`src/rtl/mc_control_unit_if.sv`:
```
// Control bundle between the multi-cycle MIPS control FSM and its datapath:
// instruction fields and branch flag in, strobes and selects out.
interface mc_control_unit_if;
  logic [5:0] Opcode;
  logic [5:0] Funct;
  logic       Flag;
  logic       PCWrite;
  logic       IorD;
  logic       MemRead;
  logic       MemWrite;
  logic       IRWrite;
  logic       RegDst;
  logic       MemtoReg;
  logic       RegWrite;
  logic       ALUSrcA;
  logic [1:0] ALUSrcB;
  logic [1:0] PCSource;
  logic [2:0] ALUControl;
  logic [1:0] BorN;
  logic       InstrDone;
  logic [3:0] State;

  modport master (
    input  Opcode, Funct, Flag,
    output PCWrite, IorD, MemRead, MemWrite, IRWrite, RegDst, MemtoReg,
           RegWrite, ALUSrcA, ALUSrcB, PCSource, ALUControl, BorN,
           InstrDone, State
  );

  modport slave (
    output Opcode, Funct, Flag,
    input  PCWrite, IorD, MemRead, MemWrite, IRWrite, RegDst, MemtoReg,
           RegWrite, ALUSrcA, ALUSrcB, PCSource, ALUControl, BorN,
           InstrDone, State
  );
endinterface

```
`src/rtl/mc_control_unit.sv`:
```
// Multi-cycle MIPS main control: Moore FSM decoding the IR fields into
// datapath strobes, mux selects and ALU/branch-compare controls.
module mc_control_unit (
  input  logic                 clk,
  input  logic                 Reset,
  mc_control_unit_if.master    bus
);

  typedef enum logic [3:0] {
    S_FETCH    = 4'd0,
    S_DECODE   = 4'd1,
    S_MEMADR   = 4'd2,
    S_MEMREAD  = 4'd3,
    S_MEMWB    = 4'd4,
    S_MEMWRITE = 4'd5,
    S_EXECUTE  = 4'd6,
    S_ALUWB    = 4'd7,
    S_BRANCH   = 4'd8,
    S_ADDIEX   = 4'd9,
    S_ADDIWB   = 4'd10,
    S_JUMP     = 4'd11
  } state_t;

  localparam logic [5:0] OP_RTYPE = 6'b000000;
  localparam logic [5:0] OP_LW    = 6'b100011;
  localparam logic [5:0] OP_SW    = 6'b101011;
  localparam logic [5:0] OP_BEQ   = 6'b000100;
  localparam logic [5:0] OP_BNE   = 6'b000101;
  localparam logic [5:0] OP_BLT   = 6'b000110;
  localparam logic [5:0] OP_BLE   = 6'b000111;
  localparam logic [5:0] OP_ADDI  = 6'b001000;
  localparam logic [5:0] OP_J     = 6'b000010;

  // Returns {legal, ALUControl}; unknown functs fall back to ADD but are illegal.
  function automatic logic [3:0] f_funct_dec(input logic [5:0] fn);
    case (fn)
      6'b100000: f_funct_dec = {1'b1, 3'b010};
      6'b100010: f_funct_dec = {1'b1, 3'b011};
      6'b100100: f_funct_dec = {1'b1, 3'b101};
      6'b100101: f_funct_dec = {1'b1, 3'b100};
      6'b100110: f_funct_dec = {1'b1, 3'b110};
      6'b101010: f_funct_dec = {1'b1, 3'b111};
      6'b000001: f_funct_dec = {1'b1, 3'b000};
      6'b000010: f_funct_dec = {1'b1, 3'b001};
      default:   f_funct_dec = {1'b0, 3'b010};
    endcase
  endfunction

  state_t     r_state;
  state_t     w_next;
  logic [3:0] w_funct_dec;

  assign w_funct_dec = f_funct_dec(bus.Funct);

  always_ff @(posedge clk) begin
    if (Reset) r_state <= S_FETCH;
    else       r_state <= w_next;
  end

  always_comb begin
    w_next = S_FETCH;
    case (r_state)
      S_FETCH:  w_next = S_DECODE;
      S_DECODE: begin
        case (bus.Opcode)
          OP_RTYPE:                       w_next = S_EXECUTE;
          OP_LW, OP_SW:                   w_next = S_MEMADR;
          OP_BEQ, OP_BNE, OP_BLT, OP_BLE: w_next = S_BRANCH;
          OP_ADDI:                        w_next = S_ADDIEX;
          OP_J:                           w_next = S_JUMP;
          default:                        w_next = S_FETCH;
        endcase
      end
      S_MEMADR:  w_next = (bus.Opcode == OP_SW) ? S_MEMWRITE : S_MEMREAD;
      S_MEMREAD: w_next = S_MEMWB;
      S_EXECUTE: w_next = S_ALUWB;
      S_ADDIEX:  w_next = S_ADDIWB;
      default:   w_next = S_FETCH;
    endcase
  end

  // Output decode; Reset overrides everything so an aborted instruction writes nothing.
  always_comb begin
    bus.PCWrite    = 1'b0;
    bus.IorD       = 1'b0;
    bus.MemRead    = 1'b0;
    bus.MemWrite   = 1'b0;
    bus.IRWrite    = 1'b0;
    bus.RegDst     = 1'b0;
    bus.MemtoReg   = 1'b0;
    bus.RegWrite   = 1'b0;
    bus.ALUSrcA    = 1'b0;
    bus.ALUSrcB    = 2'b00;
    bus.PCSource   = 2'b00;
    bus.ALUControl = 3'b000;
    bus.BorN       = 2'b00;
    bus.InstrDone  = 1'b0;
    bus.State      = 4'd0;
    if (!Reset) begin
      bus.State = r_state;
      case (r_state)
        S_FETCH: begin
          bus.MemRead    = 1'b1;
          bus.IRWrite    = 1'b1;
          bus.ALUSrcB    = 2'b01;
          bus.ALUControl = 3'b010;
          bus.PCWrite    = 1'b1;
        end
        S_DECODE: begin
          bus.ALUSrcB    = 2'b11;
          bus.ALUControl = 3'b010;
          bus.InstrDone  = (w_next == S_FETCH);
        end
        S_MEMADR: begin
          bus.ALUSrcA    = 1'b1;
          bus.ALUSrcB    = 2'b10;
          bus.ALUControl = 3'b010;
        end
        S_MEMREAD: begin
          bus.MemRead = 1'b1;
          bus.IorD    = 1'b1;
        end
        S_MEMWB: begin
          bus.MemtoReg  = 1'b1;
          bus.RegWrite  = 1'b1;
          bus.InstrDone = 1'b1;
        end
        S_MEMWRITE: begin
          bus.MemWrite  = 1'b1;
          bus.IorD      = 1'b1;
          bus.InstrDone = 1'b1;
        end
        S_EXECUTE: begin
          bus.ALUSrcA    = 1'b1;
          bus.ALUControl = w_funct_dec[2:0];
        end
        S_ALUWB: begin
          bus.RegDst    = 1'b1;
          bus.RegWrite  = w_funct_dec[3];
          bus.InstrDone = 1'b1;
        end
        S_BRANCH: begin
          bus.ALUSrcA   = 1'b1;
          bus.BorN      = bus.Opcode[1:0];
          bus.PCSource  = 2'b01;
          bus.PCWrite   = bus.Flag;
          bus.InstrDone = 1'b1;
        end
        S_ADDIEX: begin
          bus.ALUSrcA    = 1'b1;
          bus.ALUSrcB    = 2'b10;
          bus.ALUControl = 3'b010;
        end
        S_ADDIWB: begin
          bus.RegWrite  = 1'b1;
          bus.InstrDone = 1'b1;
        end
        S_JUMP: begin
          bus.PCSource  = 2'b10;
          bus.PCWrite   = 1'b1;
          bus.InstrDone = 1'b1;
        end
        default: ;
      endcase
    end
  end

endmodule

```
`src/flat_wrapper.sv`:
```
// flat-port wrapper written by rule: the top's interface ports become plain ports
module mc_control_unit_flat 
  (clk, Reset, bus_Opcode, bus_Funct, bus_Flag, bus_PCWrite, bus_IorD, bus_MemRead, bus_MemWrite, bus_IRWrite, bus_RegDst, bus_MemtoReg, bus_RegWrite, bus_ALUSrcA, bus_ALUSrcB, bus_PCSource, bus_ALUControl, bus_BorN, bus_InstrDone, bus_State);
  mc_control_unit_if bus_i ();
  input  logic clk;
  input  logic Reset;
  input wire logic [$bits(bus_i.Opcode)-1:0] bus_Opcode;
  input wire logic [$bits(bus_i.Funct)-1:0] bus_Funct;
  input wire logic [$bits(bus_i.Flag)-1:0] bus_Flag;
  output wire logic [$bits(bus_i.PCWrite)-1:0] bus_PCWrite;
  output wire logic [$bits(bus_i.IorD)-1:0] bus_IorD;
  output wire logic [$bits(bus_i.MemRead)-1:0] bus_MemRead;
  output wire logic [$bits(bus_i.MemWrite)-1:0] bus_MemWrite;
  output wire logic [$bits(bus_i.IRWrite)-1:0] bus_IRWrite;
  output wire logic [$bits(bus_i.RegDst)-1:0] bus_RegDst;
  output wire logic [$bits(bus_i.MemtoReg)-1:0] bus_MemtoReg;
  output wire logic [$bits(bus_i.RegWrite)-1:0] bus_RegWrite;
  output wire logic [$bits(bus_i.ALUSrcA)-1:0] bus_ALUSrcA;
  output wire logic [$bits(bus_i.ALUSrcB)-1:0] bus_ALUSrcB;
  output wire logic [$bits(bus_i.PCSource)-1:0] bus_PCSource;
  output wire logic [$bits(bus_i.ALUControl)-1:0] bus_ALUControl;
  output wire logic [$bits(bus_i.BorN)-1:0] bus_BorN;
  output wire logic [$bits(bus_i.InstrDone)-1:0] bus_InstrDone;
  output wire logic [$bits(bus_i.State)-1:0] bus_State;
  assign bus_i.Opcode = bus_Opcode;
  assign bus_i.Funct = bus_Funct;
  assign bus_i.Flag = bus_Flag;
  assign bus_PCWrite = bus_i.PCWrite;
  assign bus_IorD = bus_i.IorD;
  assign bus_MemRead = bus_i.MemRead;
  assign bus_MemWrite = bus_i.MemWrite;
  assign bus_IRWrite = bus_i.IRWrite;
  assign bus_RegDst = bus_i.RegDst;
  assign bus_MemtoReg = bus_i.MemtoReg;
  assign bus_RegWrite = bus_i.RegWrite;
  assign bus_ALUSrcA = bus_i.ALUSrcA;
  assign bus_ALUSrcB = bus_i.ALUSrcB;
  assign bus_PCSource = bus_i.PCSource;
  assign bus_ALUControl = bus_i.ALUControl;
  assign bus_BorN = bus_i.BorN;
  assign bus_InstrDone = bus_i.InstrDone;
  assign bus_State = bus_i.State;
  mc_control_unit u_core (.clk(clk), .Reset(Reset), .bus(bus_i));
endmodule
```
`config.mk`:
```
export PLATFORM = sky130hd
export DESIGN_NAME = mc_control_unit_flat
export DESIGN_NICKNAME = d
export VERILOG_FILES = /design/src/rtl/mc_control_unit_if.sv /design/src/rtl/mc_control_unit.sv /design/src/flat_wrapper.sv
export SDC_FILE = /design/constraint.sdc
export NUM_CORES = 1
export LEC_CHECK = 0
export CORE_UTILIZATION = 30
export DETAILED_ROUTE_END_ITERATION = 7
export GPL_TIMING_DRIVEN = 0
export PLACE_DENSITY = 0.75
export SLEW_MARGIN = 0
export SYNTH_ARGS = -nofsm -noshare
export SYNTH_HDL_FRONTEND = slang
export SYNTH_SLANG_ARGS = --single-unit
```
`constraint.sdc`:
```
create_clock -name clk -period 3 [get_ports clk]
set_clock_uncertainty 0.05 [all_clocks]
set_input_delay 0.75 -clock clk [delete_from_list [all_inputs] [get_ports clk]]
set_output_delay 0.75 -clock clk [all_outputs]
set_load 0.02 [all_outputs]
```
# Yosys cells after proc, flatten, opt, wreduce, memory -nomap -nowiden
# Index checks and enable logic that the tools add are counted.
[totals]
ff_bits = 4
output_inout_bits = 23
word_cells = 74
[classes]
n_eq_ne = 27
muxes = 33
reduce_logical = 13
[op_table]
columns = ["cell", "n"]
rows = [
  ["6-bit equality test, second input constant", 8],
  ["4-bit case mux with 8 select lines", 1],
  ["6-bit by 3-bit equality test with 1-bit output, second input constant", 4],
  ["4-bit case mux with 6 select lines", 1],
  ["4-bit case mux with 5 select lines", 1],
  ["1-bit two-way mux", 17],
  ["4-bit by 3-bit equality test with 1-bit output, second input constant", 4],
  ["4-bit equality test, second input constant", 4],
  ["6-bit by 2-bit equality test with 1-bit output, second input constant", 2],
  ["2-bit OR reduction", 6],
  ["4-bit OR reduction", 3],
  ["4-bit by 2-bit equality test with 1-bit output, second input constant", 2],
  ["4-bit zero test", 2],
  ["2-bit two-way mux", 4],
  ["6-bit by 1-bit equality test with 1-bit output, second input constant", 1],
  ["6-bit by 4-bit equality test with 1-bit output, second input constant", 1],
  ["6-bit zero test", 1],
  ["3-bit two-way mux", 2],
  ["1-bit case mux with 2 select lines", 3],
  ["2-bit case mux with 3 select lines", 1],
  ["3-bit case mux with 2 select lines", 1],
  ["6-bit OR reduction", 1],
  ["4-bit by 1-bit equality test with 1-bit output, second input constant", 1],
  ["4-bit two-way mux", 1],
  ["2-bit case mux with 2 select lines", 1],
]

# Depth between registers and ports, before layout
# Gate-level depths: netlist of the first run.
[depth]
depth_word = 7
mapped_depth = 6

# Worst setup path after synthesis of the first run
# Ideal clock, no wire load.
[synth_path]
path_type = "input to output"
start = "input port Reset"
end = "output port bus_BorN[0]"
arrival_time_ps = 2161
path_slack_ps = 39
stages = 3
cell_sequence = "clkdlybuf4s15_1 > nor4_1 > and2_1"
[synth_between]
elab_chain_cells = 1
[synth_lines]
columns = ["item", "line_no", "source"]
rows = [
  ["start, declared", "flat_wrapper.sv:6", "input logic Reset;"],
  ["2-bit two-way mux", "mc_control_unit.sv:99", "if (!Reset) begin"],
  ["end, declared", "flat_wrapper.sv:22", "output wire logic [$bits(bus_i.BorN)-1:0] bus_BorN;"],
]
# No other way between the ends.

# Final worst setup path of the first run
[layout_path]
start = "input port bus_Opcode[5]"
end = "output port bus_InstrDone"
[layout_between]
elab_chain_cells = 7
[layout_lines]
columns = ["item", "line_no", "source"]
rows = [
  ["start, declared", "flat_wrapper.sv:7", "input wire logic [$bits(bus_i.Opcode)-1:0] bus_Opcode;"],
  ["6-bit by 3-bit equality test with 1-bit output (tied with other cells)", "mc_control_unit.sv:65", "case (bus.Opcode)"],
  ["4-bit OR reduction / 2-bit OR reduction (equally long branches)", "mc_control_unit.sv:65", ""],
  ["4-bit case mux with 5 select lines", "mc_control_unit.sv:65", ""],
  ["4-bit case mux with 6 select lines *", "mc_control_unit.sv:62", "case (r_state)"],
  ["4-bit zero test *", "mc_control_unit.sv:112", "bus.InstrDone = (w_next == S_FETCH);"],
  ["1-bit case mux with 2 select lines *", "mc_control_unit.sv:101", "case (r_state)"],
  ["1-bit two-way mux *", "mc_control_unit.sv:99", ""],
  ["end, declared", "flat_wrapper.sv:23", "output wire logic [$bits(bus_i.InstrDone)-1:0] bus_InstrDone;"],
]
# Mark *: on every way between the ends. The rest lies on a longest branch, timed or not.

==> key figures, run 1 <==
Setup path
  – WP data arrival: 2.22 ns
  – Critical Path RT: 2.20 ns
  – CP top delay family: buffers and inverters
  – Crit start category: input pin
  – Critical Path End Type: output pin
  – CP Cell Sequence: clkdlybuf4s50_1, nand4_1, nor4_2, o221ai_1, o22ai_1, buf_4
  – R2R Path End: u_core.r_state[0]
  – Crit path kind: in2out
  – Critical-path top delay cell: clkdlybuf4s50_1
  – Largest driver fanout on the critical path: 5
  – R2R setup slack: 1.55 ns
  – Reg2Reg Depth: 5
  – Crit-path max cell delay: 0.54 ns
  – Reg2reg start: u_core.r_state[1]
  – CP bufs+invs: 2

GRT
  – GR Util met3: 0.01212
  – GRT busiest layer: met2
  – First-pass GRT wire length: 3.629 mm
  – Overall global routing resource usage: 0.1751
  – Largest net degree at the start of global routing: 11
  – Vias in the first global route: 824
  – Grt total ovfl: 0
  – Initial antenna violation count: 0
  – M2 GR Usage: 0.2778
  – Met1 global-route usage: 0.2478

STA
  – Final setup fails: 1
  – Max Slew Vio Count: 0
  – Rel. slew slack: 0.7290
  – RSZ-0062 raised after global routing: true
  – Final worst-path cycle share: 1.007
  – Final min period: 3.021 ns
  – Fmax achieved: 331.0 MHz
  – Worst Tran Pin Value: 0.4064 ns
  – TNS Setup: -0.02144 ns
  – Final hold viol count: 0
  – Worst hold slack: 0.5986 ns
  – Worst Slack Setup Final: -0.02144 ns

Final layout
  – Layout fillers: 241
  – Share of cells above drive strength 1: 0.1338
  – Multi-input logic area: 595.6 um^2
  – Post-route cell area: 1140 um^2
  – Area delta synth->final: 59.82%
  – Regs by FF count: u_core.r_state x4
  – Nets: 159
  – Max reg flops: 4
  – Largest reg by FF count: u_core.r_state
  – Ant. Diodes: 0
  – Reg area: 80.08 um^2
  – Non-filler cells, final: 170

Clock tree
  – Clk buf depth: 2
  – Clk_lat worst skew: 0.23 ns
  – Clock root buffer: clkbuf_4
  – Reg clk slew, reported paths: 0.04 ns
  – Htree depth: 1
  – Clk sink count: 4
  – TritonCTS clock tree: built
  – Setup bufs post-CTS: 0
  – TritonCTS buffer count: 3

Worst hold path
  – Hold_sp: u_core.r_state[1]
  – Worst hold path depth: 2
  – Hold Crit Endpoint: u_core.r_state[3]
  – Min-Delay Path Class: reg2reg

Routing
  – Starting DRT DRC Count: 18
  – Via count: 938
  – Residual DRC count: 0
  – Drt via density: 5.518
  – Pre-antenna DRT Iters: 4
  – Wirelength per Cell: 12.90 um
  – Total Wirelength: 2.193 mm
  – DRT antenna net count: 0

Floorplanning
  – Die Area: 2576 um^2
  – Core Box Area: 2233 um^2
  – DIE HEIGHT: 50.76 um
  – # rows: 17
  – IO Pins: 38
  – Width of the die: 50.76 um
  – Initial Utilization: 0.3193

Logic synthesis
  – Syn Area/Cell: 6.858 um^2
  – Synth Flop Type: dfxtp_1
  – Mapped Cells: 104
  – Top post-synthesis cells by area: dfxtp_1 11%, nor2_1 6.3%, nand2b_1 5.3%, nor2b_1 5.3%, nor3b_1 5.3%
  – Sequential share of the synthesized area: 0.1123
  – Synth top area share: 0.1123
  – Ys Warns: 0
  – Post-synth top area cell: dfxtp_1
  – Synth Register Bits: 4
  – Post-synth EDFFs: 0
  – Synthesized cell area: 713.2 um^2
  – Synthesized Nets: 119
  – Count of cell types in the netlist: 44
  – FFs w/ async S/R, synth: 0

Place
  – Port bufs: 36
  – Placed cells: 168
  – DP Area: 1109 um^2
  – GPL Wtd Cong: 0.8555
  – Hpwl dp: 1.626 mm

Power and ir drop
  – Pwr Total: 0.2264 mW
  – Pwr/cell area: 198.6 nW/um^2
  – Worst VDD drop: 0.1354 mV
  – Leakage: 0.4999 nW

Job
  – Max-cap violations: 0

Status
  – Violated checks: negative setup slack
  – Outcome: finished, violations left
area by class of cell:
cell class | instances | area share
Clock buffer | 3 | 0.01976
Buffer | 7 | 0.04281
Sequential cell | 4 | 0.07025
Inverter | 2 | 0.006586
Multi-Input combinational cell | 90 | 0.5225
Tap cell | 28 | 0.03074
Timing Repair Buffer | 36 | 0.3074
metal layers:
| layer | vias to the layer above | share of wire |
|---|---|---|
| met5 | - | 0 |
| met4 | 0 | 0.0041 |
| met3 | 2 | 0.064 |
| met2 | 42 | 0.48 |
| met1 | 425 | 0.45 |
| li1 | 469 | - |
synth_stat cells, drive strengths merged (2+ instances only):
library cell	number
a211oi	3
a21o	2
a21oi	4
and2	2
buf	3
clkbuf	3
clkdlybuf4s15	2
dfxtp	4
inv	2
nand2	7
nand2b	6
nand3	3
nand4	2
nor2	12
nor2b	6
nor3	5
nor3b	5
nor4	4
o211ai	2
o21a	2
o21ai	4
o32ai	2
cell usage in the layout (no fill, tap or decap), drive strengths merged, types with 2 or more instances in the layout:
cell           netlist  final
and2                 2      2
clkbuf               3      8
nand4                2      2
o32ai                2      2
nor3b                5      5
buf                  3      3
nor3                 5      5
nor4                 4      4
clkdlybuf4s50        0     15
o21ai                4      4
dlymetal6s2s         0      4
o211ai               2      2
nand3                3      3
a21o                 2      2
dlygate4sd2          0     15
a211oi               3      3
dfxtp                4      4
inv                  2      2
nand2b               6      6
nor2b                6      6
nand2                7      7
nor2                12     12
o21a                 2      2
a21oi                4      4
metrics by stage:
stage | worst slack [ns] | utilization
floorplan | 0.03901 | -
global route | -0.1401 | 0.5104
CTS | -0.03253 | 0.5031
global placement | -0.5578 | 0.4964
detailed placement | -0.5751 | 0.4964
finish | -0.02144 | 0.5104
where the power goes:
part / switching [mW] / leakage (nW) / internal, mW
Sequential: 0.00389 / 0.0326 / 0.0554
Clock: 0.0211 / 0.0138 / 0.0447
Combinational: 0.0561 / 0.453 / 0.0453
cells by family after synthesis:
logic type | synth area share
AOI/OAI and AO/OA | 0.2912
xor gates and xnor gates | 0.01228
adders and majority gates | 0.01404
buffers and inverters | 0.09648
DFF | 0.1123
muxes | 0.01404
and+or+nand+nor | 0.4597
worst min-delay path, stage by stage (launching register included):
cell and delay (ns):
dfxtp_1 0.31, nand2b_1 0.23, a2111oi_2 0.06
what timing repair did:
| action | in CTS | in global routing |
|---|---|---|
| endpoints found under the setup margin | 15 | 11 |
| gates cloned | 0 | 0 |
| resized for setup | 25 | 11 |
| pin swaps | 0 | 1 |
| hold buffers | 0 | 0 |
how the worst max path moves through the flow:
| stage | endpoint | start | slack (ns) | depth (start not counted) |
|---|---|---|---|---|
| floorplan | bus_BorN[0] | Reset | 0.04 | 3 |
| finish | bus_InstrDone | bus_Opcode[5] | -0.02 | 6 |
| CTS | bus_InstrDone | bus_Opcode[0] | -0.03 | 6 |
| detailed placement | bus_InstrDone | bus_Opcode[3] | -0.58 | 6 |
| global placement | bus_InstrDone | bus_Opcode[3] | -0.56 | 6 |
| global route | bus_InstrDone | bus_Opcode[5] | -0.14 | 6 |
(Power assumes the default switching activity.)
==> run 2: changes to the inputs <==
Settings changed: REMOVE_ABC_BUFFERS from default to 1.
==> key figures, run 2 (synthesized netlist as in run 1, its figures left out) <==
Status
  – Outcome: finished clean

Clock tree
  – Clk_lat worst skew: 0.24 ns (about the same)
  – Reg clk slew, reported paths: 0.04 ns (about the same)
  – TritonCTS clock tree: built
  – Clk sink count: 4 (unchanged)
  – Hold-fix buffers at CTS: 0 (unchanged)
  – Clk buf depth: 2 (unchanged)
  – TritonCTS buffer count: 3 (unchanged)
  – Htree depth: 1 (unchanged)
  – Clock root buffer: clkbuf_4

Floorplanning
  – Core Box Area: 2233 um^2 (unchanged)
  – Die Area: 2576 um^2 (unchanged)
  – Initial Utilization: 0.3193 (unchanged)
  – DIE HEIGHT: 50.76 um (unchanged)
  – # rows: 17 (unchanged)
  – IO Pins: 38 (unchanged)
  – Width of the die: 50.76 um (unchanged)

GRT
  – Largest net degree at the start of global routing: 21 (+10)
  – Overall global routing resource usage: 0.1702 (-0.004897)
  – First-pass GRT wire length: 3.367 mm (-7.2%)
  – Initial antenna violation count: 0 (unchanged)
  – Vias in the first global route: 817 (-0.85%)
  – Grt total ovfl: 0 (unchanged)

STA
  – Rel. slew slack: 0.6137 (-0.1154)
  – Max Slew Vio Count: 0 (unchanged)
  – Final hold viol count: 0 (unchanged)
  – Worst hold slack: 0.5635 ns (-0.03517 ns)
  – Worst Slack Setup Final: 0.07382 ns (+0.09526 ns)
  – RSZ-0062 raised after global routing: false
  – Final min period: 2.926 ns (-0.09526 ns)
  – Fmax achieved: 341.7 MHz (+3.3%)
  – Final setup fails: 0 (-1)
  – Worst Tran Pin Value: 0.5787 ns (+0.1723 ns)
  – TNS Setup: 0 ns (+0.02144 ns)
  – Final worst-path cycle share: 0.9754 (-0.03175)

Setup path
  – Critical Path End Type: output pin
  – Crit start category: input pin
  – Largest driver fanout on the critical path: 7 (+2)
  – Crit path kind: in2out
  – Critical Path RT: 2.20 ns (about the same)
  – WP data arrival: 2.13 ns (-0.09 ns)

Final layout
  – Largest reg by FF count: u_core.r_state
  – Ant. Diodes: 0 (unchanged)
  – Layout fillers: 231 (-4.1%)
  – Non-filler cells, final: 164 (-3.5%)
  – Final core utilization: 0.4930 (-0.01737)
  – Area delta synth->final: 54.39%
  – Max reg flops: 4 (unchanged)
  – Share of cells above drive strength 1: 0.1176 (-0.01616)
  – Most frequent cells in the layout: 16 x dlygate4sd2_1, 13 x clkdlybuf4s50_1, 12 x nor2_1
  – Regs by FF count: u_core.r_state x4
  – Nets: 153 (-3.8%)
  – Commonest non-fill, non-tap cell in the layout: dlygate4sd2_1

Place
  – Setup WS pre-CTS: -0.7536 ns (-0.1785 ns)
  – GPL Wtd Cong: 0.8157 (-4.7%)
  – Hpwl dp: 1.518 mm (-6.6%)
  – Placed cells: 161 (-4.2%)
  – Port bufs: 37 (+2.8%)

Job
  – Max-cap violations: 0 (unchanged)

Routing
  – Met3 wire length: 149 um (+6.4%)
  – Drt via density: 5.561 (+0.79%)
  – WL met1: 905 um (-9.1%)
  – DRT antenna net count: 0 (unchanged)
  – Starting DRT DRC Count: 9 (-9)
  – Via count: 912 (-2.8%)
  – Pre-antenna DRT Iters: 4 (unchanged)
  – DR top layer: met4
  – WL met2: 1.002 mm (-4.2%)
  – Wirelength per Cell: 12.84 um (-0.45%)
  – Residual DRC count: 0 (unchanged)
  – Total Wirelength: 2.106 mm (-4.0%)

Worst hold path
  – Min-Delay Path Class: reg2reg

Power and ir drop
  – Leakage: 0.4945 nW (-1.1%)
  – Pwr/cell area: 206.1 nW/um^2 (+3.8%)
  – Worst VDD drop: 0.09383 mV (-31%)
run 2: cell types whose count changed in the layout (fill, tap and decap cells not counted), sizes merged:
cell,change
clkbuf,-5
clkdlybuf4s15,-1
clkdlybuf4s50,-2
dlygate4sd2,+1
dlymetal6s2s,+1
run 2: final cells by class:
class,count,area [um^2],share of cell area
Timing Repair Buffer,37,350.3,0.3182
Sequential cell,4,85.08,0.07727
Inverter,2,7.507,0.006818
Multi-Input combinational cell,90,600.6,0.5455
Clock buffer,3,22.52,0.02045
Tap cell,28,35.03,0.03182
run 2: metal layers:
metal | track usage | up-vias
met2 | 0.2889 | 43
met1 | 0.2054 | 408
met4 | 0.1065 | 0
met5 | 0 | -
li1 | - | 456
met3 | 0.01212 | 5
run 2: critical path, stage by stage:
cell and delay (ns):
dlygate4sd2_1 0.31, or3b_1 0.40, a221o_1 0.34, nand3_1 0.08
o22ai_1 0.07, buf_4 0.17
run 2: worst paths after layout:
check	slack [ns]	endpoint	cells past startpoint	from
worst min register to register	0.56	u_core.r_state[2]	2	u_core.r_state[1]
worst max register to register	1.51	u_core.r_state[0]	4	u_core.r_state[0]
worst min-delay path	0.56	u_core.r_state[2]	2	u_core.r_state[1]
worst max-delay path	0.07	bus_InstrDone	6	bus_Opcode[1]
run 2: through the flow:
stage	instance area [um^2]	total power, mW
global placement	1057	0.1610
finish	1101	0.2270
floorplan	651.9	0.1085
detailed placement	1057	0.1631
global route	1101	0.2411
CTS	1095	0.2263
run 2: what timing repair did:
action,4_1_cts,5_1_grt
setup buffers,0,0
gates resized for setup,33,11
pin swaps,0,1
setup endpoints to repair,23,10
run 2: where the power goes:
part | switching, mW | internal (mW) | leakage, nW
logic | 0.0499 | 0.0430 | 0.447
clock network | 0.0257 | 0.0450 | 0.0138
registers | 0.00841 | 0.0549 | 0.0336
total | 0.0840 | 0.143 | 0.494
==> run 3: changes to the inputs <==
Settings changed: SETUP_SLACK_MARGIN from default to 0.5.
==> key figures, run 3 (synthesized netlist as in run 1, its figures left out) <==
Clock tree
  – Htree depth: 1 (unchanged)
  – Clock root buffer: clkbuf_4
  – TritonCTS clock tree: built
  – Clk buf depth: 2 (unchanged)
  – Clk sink count: 4 (unchanged)
  – Hold-fix buffers at CTS: 0 (unchanged)
  – Reg clk slew, reported paths: 0.04 ns (about the same)
  – TritonCTS buffer count: 3 (unchanged)
  – Clk_lat worst skew: 0.24 ns (about the same)

Setup path
  – R2R Path End: u_core.r_state[0]
  – Critical Path RT: 2.20 ns (about the same)
  – R2R setup slack: 1.51 ns (about the same)
  – Crit path kind: in2out
  – Reg2reg start: u_core.r_state[0]
  – WP data arrival: 1.88 ns (-0.25 ns)
  – Critical Path End Type: output pin
  – Crit start category: input pin
  – Reg2Reg Depth: 4 (unchanged)
  – Largest driver fanout on the critical path: 5 (-2)

STA
  – Final min period: 2.675 ns (-0.2511 ns)
  – Worst Slack Setup Final: 0.3249 ns (+0.2511 ns)
  – Fmax achieved: 373.8 MHz (+9.4%)
  – Final hold viol count: 0 (unchanged)
  – Max Slew Vio Count: 0 (unchanged)
  – RSZ-0062 raised after global routing: true
  – Final setup fails: 0 (unchanged)
  – Worst Tran Pin Value: 0.3283 ns (-0.2504 ns)
  – Final worst-path cycle share: 0.8917 (-0.08370)
  – Rel. slew slack: 0.7811 (+0.1675)

Final layout
  – Max reg flops: 4 (unchanged)
  – Post-route cell area: 1140 um^2 (+3.5%)
  – Commonest non-fill, non-tap cell in the layout: nor2_1
  – Nets: 158 (+3.3%)
  – Ant. Diodes: 0 (unchanged)
  – Largest reg by FF count: u_core.r_state
  – Layout fillers: 239 (+3.5%)
  – Area delta synth->final: 59.82%
  – Regs by FF count: u_core.r_state x4
  – Most frequent cells in the layout: 12 x nor2_1, 9 x buf_4, 8 x clkbuf_2, 8 x buf_2, 7 x nand2_1
  – Share of cells above drive strength 1: 0.4113 (+0.2937)
  – Final core utilization: 0.5104 (+0.01737)

Worst hold path
  – Hold Crit Endpoint: u_core.r_state[0]
  – Min-Delay Path Class: reg2reg
  – Hold_sp: u_core.r_state[0]
  – Worst hold path depth: 1 (-1)

Floorplanning
  – Width of the die: 50.76 um (unchanged)
  – IO Pins: 38 (unchanged)
  – Die Area: 2576 um^2 (unchanged)
  – # rows: 17 (unchanged)
  – Initial Utilization: 0.3193 (unchanged)
  – DIE HEIGHT: 50.76 um (unchanged)
  – Core Box Area: 2233 um^2 (unchanged)

Routing
  – Residual DRC count: 0 (unchanged)
  – DRT antenna net count: 0 (unchanged)
  – Via count: 946 (+3.7%)
  – Total Wirelength: 2.472 mm (+17%)
  – Drt via density: 5.598 (+0.66%)
  – Starting DRT DRC Count: 20 (+11)
  – Pre-antenna DRT Iters: 4 (unchanged)
  – Wirelength per Cell: 14.63 um (+14%)

GRT
  – First-pass GRT wire length: 3.691 mm (+9.6%)
  – Largest net degree at the start of global routing: 21 (unchanged)
  – Initial antenna violation count: 0 (unchanged)
  – Overall global routing resource usage: 0.1867 (+0.01650)
  – Grt total ovfl: 0 (unchanged)
  – Vias in the first global route: 865 (+5.9%)

Power and ir drop
  – Leakage: 0.4873 nW (-1.4%)
  – Worst VDD drop: 0.09382 mV (about the same)
  – Pwr/cell area: 210.3 nW/um^2 (+2.0%)

Place
  – GPL Wtd Cong: 0.8157 (unchanged)
  – Port bufs: 37 (unchanged)
  – DP Area: 1057 um^2 (unchanged)
  – Hpwl dp: 1.518 mm (unchanged)
  – Setup WS pre-CTS: -0.7536 ns (unchanged)

Status
  – Outcome: finished clean

Job
  – Max-cap violations: 0 (unchanged)
## run 3: changes by cell type in the layout (fill, tap and decap cells not counted), moves of 4 or more
cell,change
dlygate4sd2_1,-11
buf_2,+6
clkbuf_2,+8
dlymetal6s2s_1,-4
buf_6,+5
clkdlybuf4s50_1,-10
buf_4,+8
## run 3: layer usage
metal  vias to the layer above  share of wire  GRT usage
met5                         -              0          0
met4                         0          0.013     0.1065
met3                         4          0.063   0.009091
met2                        49           0.52     0.3511
met1                       430           0.40     0.2043
li1                        463              -          -
## run 3: repair_timing
| item | in CTS | in global routing |
|---|---|---|
| setup buffers | 2 | 3 |
| gates resized for setup | 118 | 45 |
| pin swaps | 5 | 10 |
| endpoints found under the setup margin | 23 | 15 |
## run 3: worst max-delay path by stage
stage	start	slack, ns	endpoint	cells after the start
global route	bus_Opcode[2]	0.29	bus_InstrDone	6
global placement	Reset	-0.77	bus_InstrDone	6
floorplan	Reset	0.34	bus_BorN[0]	2
detailed placement	Reset	-0.75	bus_InstrDone	6
CTS	bus_Opcode[1]	0.26	bus_InstrDone	6
finish	bus_Opcode[2]	0.32	bus_InstrDone	6
## run 3: cell type report
cell class                      instances  area [um^2]  area share
Multi-Input combinational cell         90        660.6      0.5796
Clock buffer                            3        22.52     0.01976
Tap cell                               28        35.03     0.03074
Timing Repair Buffer                   42        324.1      0.2843
Sequential cell                         4        90.09     0.07903
Inverter                                2        7.507    0.006586
## run 3: worst max-delay path, cell delays in order
cell and delay, ns:
buf_8 0.10, or3b_1 0.37, a221o_1 0.33, nand3_1 0.08, o22ai_1 0.08, buf_4 0.16
## run 3: metrics by stage
stage / cells / hold slack (ns) / power [mW] / setup TNS (ns)
final: 169 / 0.5664 / 0.2397 / 0
after floorplan: 96 / 0.5962 / 0.1085 / 0
after global routing: 169 / 0.5884 / 0.2522 / 0
after CTS: 166 / 0.5562 / 0.2276 / 0
after global placement: 161 / 0.6796 / 0.1610 / -8.119
after detailed placement: 161 / 0.7090 / 0.1631 / -8.563
## run 3: power by group
| group | leakage (nW) | internal (mW) | switching [mW] | total, mW |
|---|---|---|---|---|
| Sequential | 0.0349 | 0.0548 | 0.00845 | 0.0633 |
| Combinational | 0.439 | 0.0498 | 0.0572 | 0.107 |
| Clock | 0.0138 | 0.0449 | 0.0244 | 0.0693 |
| Total | 0.487 | 0.150 | 0.0901 | 0.240 |
==> RTL change: new RTL, settings of run 1 <==
Reset style: asynchronous (`Reset`), changed in one clocked block.
--- a/src/rtl/mc_control_unit.sv
+++ b/src/rtl/mc_control_unit.sv
@@ -52,7 +52,7 @@
 
   assign w_funct_dec = f_funct_dec(bus.Funct);
 
-  always_ff @(posedge clk) begin
+  always_ff @(posedge clk or posedge Reset) begin
     if (Reset) r_state <= S_FETCH;
     else       r_state <= w_next;
   end
Function: no difference found for any inputs over 10 cycles, from zero or initial values and one cycle with Reset high; that may be too few to reach the edited logic, so the function may still have changed.
==> RTL change against run 1 <==
- via count shrank 2.3%
- worst setup slack improved by 0.062 ns
- final area grew 1.5%
- wire length grew 8.2%
- sequential cell count unchanged
- area after synthesis shrank 5.3%
- core utilization is 5.6 points higher
- critical path type unchanged
- critical endpoint is now bus_RegWrite
Power is left out: it rests on default switching activity, and per cell area and clock period it moved more than threefold.
==> RTL change: results (changes against run 1) <==
* Min-delay worst type: input port to asynchronous set/reset pin
* Met3 WL at 118 um (-16%)
* Final WL at 2370 um (+8.2%)
* Clock sinks at 4 (unchanged)
* CTS resizes at 50 (+100%)
* Final estimated routing congestion in global placement at 0.800 (-6.5%)
* GRT met3 Usage at 4.32% (+3.1 points)
* Mean Syn Cell Area at 6.69 sq um (-2.4%)
* Area Growth Syn to Fin at 71.3%
* Arr. time, crit path at 2.16 ns (-0.06 ns)
* Asr flop ratio synth at 100% (+100 points)
* Ys flop type: dfrtp_1
* First-pass GRT wire length at 3820 um (+5.3%)
* Routed wl met2 at 1240 um (+19%)
* DR iter-0 viols at 8 (-10)
* Synth area leaders: dfrtp_1, nor2_1, nor3_1, a21oi_1, nand2b_1
* Vias in the first global route at 907 (+10%)
* Register area at 100 sq um (+25%)
* Top routing layer in use: met3
* Unique masters post-synth at 42 (-4.5%)
* Vias per cell at 5.49 (-0.59%)
* Synth Area in Adders at 1.48% (+0.078 points)
* Routed WL per cell at 14.2 um (+10%)
* Multi-input combinational cell count at 84 (-6.7%)
* Outcome: completed
* Buffer share of cell area at 33.1% (-1.9 points)
* Area after DPL at 0.00108 sq mm (-2.6%)
* Bufs w/o clock at 43 (unchanged)
* Chip Width at 49.5 um (-2.6%)
* XOR/XNOR share of the synthesized area at 2.59% (+1.4 points)
* Mux contribution to synthesized area at 1.48% (+0.078 points)
* Max FO, Critical Path at 3 (-2)
* Compound-Gate Fraction of Synth Area at 29.1% (-0.049 points)
* Crit-path max cell delay at 0.47 ns (-0.07 ns)
* Fill cell count at 212 (-12%)
* Register area share after synthesis at 14.8% (+3.6 points)
* Fraction of layout cells with a size suffix above 1 at 21.4% (+8.0 points)
* Port-buffer cells at 37 (+2.8%)
* Syn nets at 116 (-2.5%)
* Slew HR at 73.7% (+0.81 points)
* ClkCell Share at 1.95% (-0.030 points)
* Met1 usage at 22.8% (-2.0 points)
* Final HPWL DP at 1750 um (+7.7%)
* Total track usage at 19.7% (+2.2 points)
* Final net count at 157 (-1.3%)
* Met2 usage at 35.8% (+8.1 points)
* Post-CTS repair timing setup buffer count at 0 (unchanged)
-- RTL change: cell types whose count changed in the layout (fill, tap and decap cells not counted), moves of 3 or more --
cell / change
dlygate4sd2_1: -7
clkbuf_2: +3
inv_1: +4
nand2_1: -3
nor3b_1: -4
o21ai_0: -3
dfxtp_1: -4
dfrtp_1: +4
-- RTL change: worst paths after layout --
path	slack, ns	depth (start not counted)	from	end
hold reg to reg	0.62	2	u_core.r_state[1]	u_core.r_state[0]
min in group clk	0.62	2	u_core.r_state[1]	u_core.r_state[0]
setup / recovery	0.04	6	bus_Funct[4]	bus_RegWrite
setup reg to reg	1.61	4	u_core.r_state[3]	u_core.r_state[1]
max in group asynchronous	2.22	2	Reset	u_core.r_state[3]
hold / removal	0.55	2	Reset	u_core.r_state[0]
-- RTL change: stage by stage --
stage               hold slack, ns  setup slack [ns]
floorplan                    0.483             0.128
global placement             0.612            -0.764
detailed placement           0.606            -0.804
CTS                          0.540          -0.00954
global route                 0.551           -0.0237
finish                       0.549            0.0409
